## src/rtl/multi_alien_renderer.sv

```systemverilog
// Three-stage sprite-hit renderer: per-pixel hit test over N_ALIENS shadowed aliens,
// depth-priority select of the frontmost hit, then sprite ROM address generation.
module multi_alien_renderer #(
    parameter int unsigned N_ALIENS    = 4,
    parameter int unsigned SPRITE_HALF = 32,
    parameter int unsigned R_W         = 5,
    parameter int unsigned DERIV_W     = 2,
    parameter int unsigned ADDR_W      = 11,
    localparam int unsigned ID_W       = (N_ALIENS > 1) ? $clog2(N_ALIENS) : 1
) (
    input  logic                    clk,
    input  logic                    rst,
    input  logic                    frame_start,
    input  logic                    pix_valid_in,
    input  logic [9:0]              h_cnt,
    input  logic [9:0]              v_cnt,
    input  logic [N_ALIENS-1:0]     alive,
    input  logic [N_ALIENS*10-1:0]  x_pos,
    input  logic [N_ALIENS*10-1:0]  y_pos,
    input  logic [N_ALIENS*R_W-1:0] r,
    input  logic [N_ALIENS*DERIV_W-1:0] deriv_left,
    input  logic [N_ALIENS*DERIV_W-1:0] deriv_right,
    output logic [ADDR_W-1:0]       pixel_addr,
    output logic [DERIV_W-1:0]      deriv_select,
    output logic [ID_W-1:0]         alien_id,
    output logic                    valid
);

    logic [N_ALIENS-1:0]         alive_q;
    logic [N_ALIENS*10-1:0]      x_q, y_q;
    logic [N_ALIENS*R_W-1:0]     r_q;
    logic [N_ALIENS*DERIV_W-1:0] dl_q, dr_q;

    always_ff @(posedge clk) begin
        if (rst) begin
            alive_q <= '0;
            x_q     <= '0;
            y_q     <= '0;
            r_q     <= '0;
            dl_q    <= '0;
            dr_q    <= '0;
        end else if (frame_start) begin
            alive_q <= alive;
            x_q     <= x_pos;
            y_q     <= y_pos;
            r_q     <= r;
            dl_q    <= deriv_left;
            dr_q    <= deriv_right;
        end
    end

    logic [N_ALIENS-1:0]         hit_c;
    logic [N_ALIENS*10-1:0]      dx_c;
    logic [N_ALIENS*12-1:0]      dv_c;
    logic [N_ALIENS*7-1:0]       hh_c;
    logic [N_ALIENS*DERIV_W-1:0] deriv_c;

    for (genvar gi = 0; gi < N_ALIENS; gi++) begin : g_alien
        logic [9:0]        x, y, dx;
        logic [R_W-1:0]    ri;
        logic [6:0]        hh;
        logic              side;
        logic signed [11:0] dv;

        assign x    = x_q[10*gi +: 10];
        assign y    = y_q[10*gi +: 10];
        assign ri   = r_q[R_W*gi +: R_W];
        assign hh   = (32'(ri) >= SPRITE_HALF) ? 7'd0 : 7'(SPRITE_HALF - 32'(ri));
        assign side = h_cnt < x;
        // Difference taken on the chosen side so dx never wraps near column 0
        assign dx   = side ? (x - h_cnt) : (h_cnt - x);
        assign dv   = $signed({2'b00, v_cnt}) - $signed({2'b00, y}) + $signed({5'b00000, hh});

        assign hit_c[gi] = pix_valid_in & alive_q[gi] & (hh != 7'd0) & ({3'b000, hh} > dx)
                         & ~dv[11] & (dv < $signed({4'b0000, hh, 1'b0}));
        assign dx_c[10*gi +: 10] = dx;
        assign dv_c[12*gi +: 12] = dv;
        assign hh_c[7*gi +: 7]   = hh;
        assign deriv_c[DERIV_W*gi +: DERIV_W] =
            side ? dl_q[DERIV_W*gi +: DERIV_W] : dr_q[DERIV_W*gi +: DERIV_W];
    end

    logic [N_ALIENS-1:0]         s1_hit_q;
    logic [N_ALIENS*10-1:0]      s1_dx_q;
    logic [N_ALIENS*12-1:0]      s1_dv_q;
    logic [N_ALIENS*7-1:0]       s1_hh_q;
    logic [N_ALIENS*R_W-1:0]     s1_r_q;
    logic [N_ALIENS*DERIV_W-1:0] s1_deriv_q;

    always_ff @(posedge clk) begin
        if (rst) begin
            s1_hit_q   <= '0;
            s1_dx_q    <= '0;
            s1_dv_q    <= '0;
            s1_hh_q    <= '0;
            s1_r_q     <= '0;
            s1_deriv_q <= '0;
        end else begin
            s1_hit_q   <= hit_c;
            s1_dx_q    <= dx_c;
            s1_dv_q    <= dv_c;
            s1_hh_q    <= hh_c;
            s1_r_q     <= r_q;
            s1_deriv_q <= deriv_c;
        end
    end

    logic               any_d, any_q;
    logic [R_W-1:0]     best_r;
    logic [ID_W-1:0]    id_d, id_q;
    logic [9:0]         dx_d, dx_q;
    logic [11:0]        dv_d, dv_q;
    logic [6:0]         hh_d, hh_q;
    logic [DERIV_W-1:0] deriv_d, deriv_q;

    // Strict less-than while scanning upward keeps the lowest index on equal depth
    always_comb begin
        any_d   = 1'b0;
        best_r  = '1;
        id_d    = '0;
        dx_d    = '0;
        dv_d    = '0;
        hh_d    = '0;
        deriv_d = '0;
        for (int i = 0; i < N_ALIENS; i++) begin
            if (s1_hit_q[i] && (!any_d || (s1_r_q[R_W*i +: R_W] < best_r))) begin
                any_d   = 1'b1;
                best_r  = s1_r_q[R_W*i +: R_W];
                id_d    = ID_W'(i);
                dx_d    = s1_dx_q[10*i +: 10];
                dv_d    = s1_dv_q[12*i +: 12];
                hh_d    = s1_hh_q[7*i +: 7];
                deriv_d = s1_deriv_q[DERIV_W*i +: DERIV_W];
            end
        end
    end

    always_ff @(posedge clk) begin
        if (rst) begin
            any_q   <= 1'b0;
            id_q    <= '0;
            dx_q    <= '0;
            dv_q    <= '0;
            hh_q    <= '0;
            deriv_q <= '0;
        end else begin
            any_q   <= any_d;
            id_q    <= id_d;
            dx_q    <= dx_d;
            dv_q    <= dv_d;
            hh_q    <= hh_d;
            deriv_q <= deriv_d;
        end
    end

    logic [18:0] addr_full;
    assign addr_full = 19'(dv_q) * 19'(hh_q) + 19'(dx_q);

    always_ff @(posedge clk) begin
        if (rst || !any_q) begin
            pixel_addr   <= '0;
            deriv_select <= '0;
            alien_id     <= '0;
            valid        <= 1'b0;
        end else begin
            pixel_addr   <= ADDR_W'(addr_full);
            deriv_select <= deriv_q;
            alien_id     <= id_q;
            valid        <= 1'b1;
        end
    end

endmodule
```

## config.mk

```make
export PLATFORM = sky130hd
export DESIGN_NAME = multi_alien_renderer
export DESIGN_NICKNAME = d
export VERILOG_FILES = /design/src/rtl/multi_alien_renderer.sv
export SDC_FILE = /design/constraint.sdc
export NUM_CORES = 1
export LEC_CHECK = 0
export CAP_MARGIN = 20
export CORE_ASPECT_RATIO = 1.5
export CORE_UTILIZATION = 40
export CTS_CLUSTER_DIAMETER = 30
export DETAILED_ROUTE_END_ITERATION = 10
export PLACE_DENSITY = 0.71
export SYNTH_ARGS = -nofsm -noshare
export SYNTH_HDL_FRONTEND = slang
export SYNTH_SLANG_ARGS = --single-unit
```

## constraint.sdc

```tcl
create_clock -name clk -period 4.6 [get_ports clk]
set_input_delay 0.92 -clock clk [delete_from_list [all_inputs] [get_ports clk]]
set_output_delay 0.92 -clock clk [all_outputs]
set_load 0.03 [all_outputs]
```

Word level (Yosys, flattened, before mapping):

Cells that the tools add are included.

* register bits after elaboration: 318
* input port bits: 144
* word-level logic and storage cells: 133

* $add $sub $neg: 21
* $mul: 1
* order comparisons: 15
* multiplexer cells: 35
* bitwise operators: 24
* reduce and logical (&&, ||, !) cells: 15

Operators with widths (number)
* 10-bit 2-to-1 mux: 8
* 10-bit subtractor: 8
* 11-bit by 8-bit adder with 12-bit output: 4
* 12-bit by 9-bit less-than comparator with 1-bit output: 4
* 12-bit 2-to-1 mux: 4
* 10-bit by 10-bit subtractor with 11-bit output: 4
* 7-bit by 10-bit greater-than comparator with 1-bit output: 4
* 10-bit less-than comparator: 4
* 7-bit 2-to-1 mux: 4
* 7-bit nonzero test: 4
* 6-bit by 5-bit subtractor with 7-bit output, first input constant: 4
* 1-bit bitwise AND: 20
* 2-bit 2-to-1 mux: 10
* 5-bit less-than comparator: 3
* 5-bit 2-to-1 mux: 3
* 12-bit by 7-bit multiplier with 11-bit output: 1
* 11-bit by 10-bit adder with 11-bit output: 1
* 1-bit 2-to-1 mux: 6
* 1-bit logical NOT: 4
* 1-bit logical OR: 4
* 1-bit inverter: 4
* 1-bit logical AND: 3

Longest topological paths before layout:

* depth in word-level cells: 13
* gate-level depth with buffers: 27
* depth with buffers taken out: 25

Worst setup path before layout:

No wires, ideal clock.

* kind: flip-flop to flip-flop
* from: reg s1_hit_q[0]
* to: reg deriv_q[0]
* arrival time: 4861 ps
* data required time: 4472 ps
* setup slack: -388 ps
* stages on the path, launching flop included: 27
* buffers on the path: 2
* period minus slack after synthesis: 4988 ps
* cells stage by stage: dfxtp_1 nor2b_1 ha_1 and3b_1 o21ai_0 nand2_1 nor2_1 clkbuf_1 mux2i_1 ha_1 a21o_1 a21o_1 a21oi_1 and2_1 a21o_1 nor2_1 a21oi_1 ha_1 a21o_1 a21o_1 a21oi_1 nor2_1 nor2_1 o211ai_1 buf_2 mux2i_1 nor2_1

* longest elaborated chain between the ends: 13

RTL lines
* start: declaration: RTL line 83 `logic [N_ALIENS-1:0] s1_hit_q;`
* start signal: assignment: RTL line 99 `s1_hit_q <= hit_c;`
* 5-bit 2-to-1 mux / 1-bit 2-to-1 mux (equally long branches): RTL line 126 `if (s1_hit_q[i] && (!any_d || (s1_r_q[R_W*i +: R_W] < best_r))) begin`
* 5-bit less-than comparator / 1-bit logical NOT (equally long branches): RTL line 126
* 1-bit logical OR: RTL line 126
* 1-bit logical AND: RTL line 126
* 5-bit 2-to-1 mux / 1-bit 2-to-1 mux (equally long branches): RTL line 126
* 5-bit less-than comparator / 1-bit logical NOT (equally long branches): RTL line 126
* 1-bit logical OR: RTL line 126
* 1-bit logical AND: RTL line 126
* 5-bit 2-to-1 mux / 1-bit 2-to-1 mux (equally long branches): RTL line 126
* 5-bit less-than comparator / 1-bit logical NOT (equally long branches): RTL line 126
* 1-bit logical OR: RTL line 126
* 1-bit logical AND: RTL line 126
* 2-bit 2-to-1 mux (*): RTL line 126
* end signal: assignment: RTL line 152 `deriv_q <= deriv_d;`
* end: declaration: RTL line 114 `logic [DERIV_W-1:0] deriv_d, deriv_q;`

Every way passes the cells marked *; elsewhere a longest branch is shown, timed or not.
A chain may end at the register's enable or synchronous reset.

Worst setup path after layout:

* from: reg s1_hit_q[0]
* to: reg dx_q[9]

* longest elaborated chain between the ends: 13

RTL lines
* 5-bit 2-to-1 mux / 1-bit 2-to-1 mux (equally long branches): RTL line 126
* 5-bit less-than comparator / 1-bit logical NOT (equally long branches): RTL line 126
* 1-bit logical OR: RTL line 126
* 1-bit logical AND: RTL line 126
* 5-bit 2-to-1 mux / 1-bit 2-to-1 mux (equally long branches): RTL line 126
* 5-bit less-than comparator / 1-bit logical NOT (equally long branches): RTL line 126
* 1-bit logical OR: RTL line 126
* 1-bit logical AND: RTL line 126
* 5-bit 2-to-1 mux / 1-bit 2-to-1 mux (equally long branches): RTL line 126
* 5-bit less-than comparator / 1-bit logical NOT (equally long branches): RTL line 126
* 1-bit logical OR: RTL line 126
* 1-bit logical AND: RTL line 126
* 10-bit 2-to-1 mux (*): RTL line 126
* end signal: assignment: RTL line 142 `dx_q <= '0;`
* end signal: assignment: RTL line 149 `dx_q <= dx_d;`
* end: declaration: RTL line 111 `logic [9:0] dx_d, dx_q;`

Marks and branches as above.

==> flow_summary.rst <==
.. list-table::
   :header-rows: 1

   * - Metric
     - Value
   * - Result of the run
     - finished with violations
   * - Violations in the final reports
     - negative setup slack
   * - Placeable Area
     - between 0.04 and 0.05 mm^2
   * - Number of synthesized flops with an enable pin
     - 0
   * - Top cells by area in the synthesized netlist
     - sky130_fd_sc_hd__dfxtp_1, sky130_fd_sc_hd__ha_1, sky130_fd_sc_hd__mux2i_1
   * - Area share of the largest cell type after synthesis
     - 0.306
   * - Async set or reset register ratio after synthesis
     - 0
   * - Clock buffer count from CTS
     - 56
   * - Synth top cells by count
     - sky130_fd_sc_hd__dfxtp_1, sky130_fd_sc_hd__nor2_1, sky130_fd_sc_hd__inv_1
   * - Later-pin clock latency in the skew report
     - 0.63 ns
   * - Root cell of the clock tree
     - sky130_fd_sc_hd__clkbuf_16
   * - Via count of the first global-routing pass
     - 18000
   * - Net count of the finished layout
     - a little over 3000
   * - Antenna violations before repair
     - 0
   * - Transition time at the pin with the least slew margin
     - ~0.76 ns
   * - Pin count of the biggest net entering global routing
     - around 120
   * - Startpoint types
     - flop
   * - Most used standard cell by instance count after synthesis
     - sky130_fd_sc_hd__dfxtp_1
   * - Syn avg cell area
     - roughly 8.9 um^2
   * - Peak supply drop
     - 315 uV
   * - Die X-Extent
     - 184 um
   * - DRT iter0 DRCs
     - 862
   * - Wire length of the first global-routing pass
     - approximately 94000 um
   * - Setup Viol. Count Final
     - 31
   * - Pleak
     - 12.3 nW
   * - Worst setup timing slack at the placement stage
     - -0.597 ns
   * - Post-synthesis net count
     - 2647
   * - Drt via density
     - roughly 5.2
   * - Reported max-cap violation count
     - 0
   * - Power per Cell Area
     - 387 mW/mm^2
   * - Diode count
     - 0
   * - Total clock sinks
     - just over 300
   * - Critical R2R Launch
     - s1_hit_q[0]$_SDFF_PP0_
   * - Final setup margin
     - -0.390 ns
   * - DRC violation count after routing
     - 0
   * - Synth warn
     - 0
   * - Maximum clock rate
     - between 200 and 250 MHz
   * - Fraction of final layout cells with drive strength greater than 1
     - 0.183
   * - Synthesized area
     - 0.0199 mm^2
   * - Count of mapped cells out of synthesis
     - 2234
   * - IO Count
     - 160
   * - Dominant cell type by area after synthesis
     - sky130_fd_sc_hd__dfxtp_1
   * - Hold WS
     - 0.425 ns
   * - Final HPWL from detailed placement
     - 48500 um
   * - Full die area
     - a little over 0.05 mm^2
   * - TritonCTS clock tree
     - yes
   * - Global router's overall resource usage
     - 0.243
   * - Area added between synthesis and finish
     - 32.9%
   * - Starting density of the core
     - 0.407
   * - Total gr overflow
     - 0
   * - Hold path startpoint
     - deriv_q[1]$_SDFF_PP0_
   * - Final hold viol count
     - 0
   * - Core Rows
     - 99
   * - Synthesis-stage register bit count
     - 304
   * - Final routed wirelength across all metal layers
     - 62300 um
   * - Arrival time at the worst endpoint
     - 5.46 ns
   * - First-pass DRT Iterations
     - 5
   * - Distinct cells, synth
     - just over 80
   * - Count of buffers from port buffering
     - 159
   * - Skew final
     - 0.0366 ns
   * - Antenna-violating nets left
     - 0
   * - Worst max-slew margin expressed relative to the limit
     - 0.496
   * - Ratio of final minimum period to clock period
     - 1.08
   * - Deepest level of the CTS H-tree
     - 2
   * - Worst EP required
     - around 5.1 ns
   * - Number of vias in the routed layout
     - 17500
   * - Post-synthesis sequential area ratio
     - 0.306
   * - Origin of the worst setup path
     - s1_hit_q[0]$_SDFF_PP0_
   * - Unrepaired setup endpoints after global routing
     - yes
   * - Count of pins over their slew limit
     - 0
   * - Die height
     - 275 um
   * - Maximum net fanout on the critical path
     - 8
   * - DR WL/cell
     - ~19 um
   * - Endpoint kind of the worst setup timing path
     - flop
   * - Clock transition at path regs
     - around 0.06 ns
   * - Critical path start-end classification
     - flop to flop
   * - Clock tree buffer depth
     - 3
   * - Post-route minimum period
     - roughly 5 ns
   * - Most common flop cell mapped by yosys
     - sky130_fd_sc_hd__dfxtp_1
   * - Tightest Hold Check Type
     - flop to flop
   * - Filler instances
     - 4384
   * - Routability-driven placement congestion ratio
     - 0.976
[cells in the final DEF, fill, tap and decap left out, types with 7 or more instances in the layout]
cell and instances:
sky130_fd_sc_hd__dfxtp_1 303, sky130_fd_sc_hd__nor2_1 280, sky130_fd_sc_hd__buf_4 259, sky130_fd_sc_hd__inv_1 226, sky130_fd_sc_hd__ha_1 216, sky130_fd_sc_hd__mux2i_1 158
sky130_fd_sc_hd__clkdlybuf4s50_1 157, sky130_fd_sc_hd__a21oi_1 95, sky130_fd_sc_hd__nand2_1 92, sky130_fd_sc_hd__nor2b_1 74, sky130_fd_sc_hd__xnor2_1 61, sky130_fd_sc_hd__a21o_1 58
sky130_fd_sc_hd__clkbuf_16 58, sky130_fd_sc_hd__o21ai_0 57, sky130_fd_sc_hd__and2_1 53, sky130_fd_sc_hd__fa_1 46, sky130_fd_sc_hd__xor2_1 35, sky130_fd_sc_hd__mux2_2 29
sky130_fd_sc_hd__nor3_1 28, sky130_fd_sc_hd__a22o_1 28, sky130_fd_sc_hd__nand2b_1 24, sky130_fd_sc_hd__nand3_1 24, sky130_fd_sc_hd__o211ai_1 14, sky130_fd_sc_hd__o21a_1 13
sky130_fd_sc_hd__nand4_1 13, sky130_fd_sc_hd__a211oi_1 12, sky130_fd_sc_hd__a21oi_2 12, sky130_fd_sc_hd__a31oi_1 10, sky130_fd_sc_hd__and3_1 10, sky130_fd_sc_hd__o21bai_1 9
sky130_fd_sc_hd__mux2i_2 9, sky130_fd_sc_hd__clkinv_4 9, sky130_fd_sc_hd__inv_6 9, sky130_fd_sc_hd__a21boi_0 8, sky130_fd_sc_hd__a221oi_1 7, sky130_fd_sc_hd__or3_1 7
[registers in the layout (all words and copies together) (netlist names)]
signal	count
s1_hit_q	4
id_q	2
dl_q	8
valid	1
dr_q	8
pixel_addr	11
s1_deriv_q	8
alive_q	4
hh_q	6
s1_r_q	20
r_q	20
x_q	40
dv_q	11
s1_dv_q	44
s1_hh_q	20
deriv_q	2
any_q	1
y_q	40
s1_dx_q	40
deriv_select	2
alien_id	2
dx_q	10
[what timing repair did]
| action | CTS | global route |
|---|---|---|
| gates cloned | 2 | 1 |
| endpoints found under the hold margin | 0 | 0 |
| endpoints found under the setup margin | 31 | 35 |
| pin swaps | 18 | 28 |
| gates resized for setup | 31 | 63 |
| hold buffers | 0 | 0 |
| setup buffers | 19 | 16 |
[stage by stage]
stage / cells / setup TNS (ns) / util / instance area [um^2] / power [mW]
global placement: 3205 / -7.73 / 0.487 / 23800 / 5.89
finish: 3346 / -9.94 / 0.540 / 26400 / 10.2
CTS: 3331 / -2.60 / 0.533 / 26100 / 10.2
detailed placement: 3205 / -11.22 / 0.487 / 23800 / 5.97
global route: 3346 / -16.23 / 0.540 / 26400 / 10.7
floorplan: 2234 / 0 / - / 19900 / 4.69
[area by class of cell]
class                           count  area (um^2)  area share
Clock buffer                       58         1420      0.0537
Clock inverter                     47          552      0.0209
Inverter                          228          856      0.0324
Multi-Input combinational cell   1625        13000       0.491
Sequential cell                   304         6090       0.230
Tap cell                          656          821      0.0310
Timing Repair Buffer              428         3720       0.141
[final timing paths]
| check | end | slack (ns) | depth (start not counted) |
|---|---|---|---|
| max reg2reg | dx_q[9]$_SDFF_PP0_ | -0.39 | 24 |
| max | dx_q[9]$_SDFF_PP0_ | -0.39 | 24 |
| min | deriv_select[1]$_SDFF_PN0_ | 0.42 | 1 |
| min reg2reg | deriv_select[1]$_SDFF_PN0_ | 0.42 | 1 |
[report_power, final]
part / switching, mW / total (mW) / internal (mW)
logic: 1.57 / 3.02 / 1.44
clock network: 1.65 / 4.22 / 2.57
registers: 0.129 / 3.02 / 2.89
[critical path, stage by stage (launching register included)]
cell                        delay, ns
sky130_fd_sc_hd__dfxtp_2         0.36
sky130_fd_sc_hd__nor2b_4         0.17
sky130_fd_sc_hd__ha_4            0.21
sky130_fd_sc_hd__and3b_1         0.18
sky130_fd_sc_hd__o21ai_2         0.18
sky130_fd_sc_hd__nand2_2         0.11
sky130_fd_sc_hd__nor2_4          0.15
sky130_fd_sc_hd__buf_6           0.15
sky130_fd_sc_hd__mux2_4          0.32
sky130_fd_sc_hd__ha_4            0.29
sky130_fd_sc_hd__nand4_1         0.17
sky130_fd_sc_hd__a31o_4          0.30
sky130_fd_sc_hd__a21o_4          0.21
sky130_fd_sc_hd__buf_6           0.14
sky130_fd_sc_hd__nor2_4          0.08
sky130_fd_sc_hd__a21oi_2         0.06
sky130_fd_sc_hd__ha_1            0.33
sky130_fd_sc_hd__nand4_1         0.13
sky130_fd_sc_hd__nor2_1          0.19
sky130_fd_sc_hd__nand2_1         0.10
sky130_fd_sc_hd__o211ai_1        0.31
sky130_fd_sc_hd__buf_4           0.19
sky130_fd_sc_hd__clkbuf_16       0.18
sky130_fd_sc_hd__mux2i_2         0.25
sky130_fd_sc_hd__nor2_1          0.06
[routing by layer]
layer / vias to the layer above / routed length (um) / track usage / part of all wire
met3: 209 / 2480 / 0.0353 / 0.040
met2: 489 / 31700 / 0.447 / 0.51
met5: - / 0 / 0 / 0
met4: 0 / 4740 / 0.178 / 0.076
met1: 8320 / 23400 / 0.247 / 0.38
li1: 8457 / - / - / -
[cells by family (layout without fill, tap and decap cells)]
family | Yosys count | count (layout) | synth area share
buffers and inverters | 305 | 761 | 0.0592
DFF | 304 | 304 | 0.306
and+or+nand+nor | 654 | 654 | 0.159
muxes | 203 | 203 | 0.104
xor gates and xnor gates | 100 | 100 | 0.0462
AOI/OAI and AO/OA | 398 | 398 | 0.138
adders and majority gates | 270 | 270 | 0.188
Note: power is estimated with default switching activity, not from simulation.
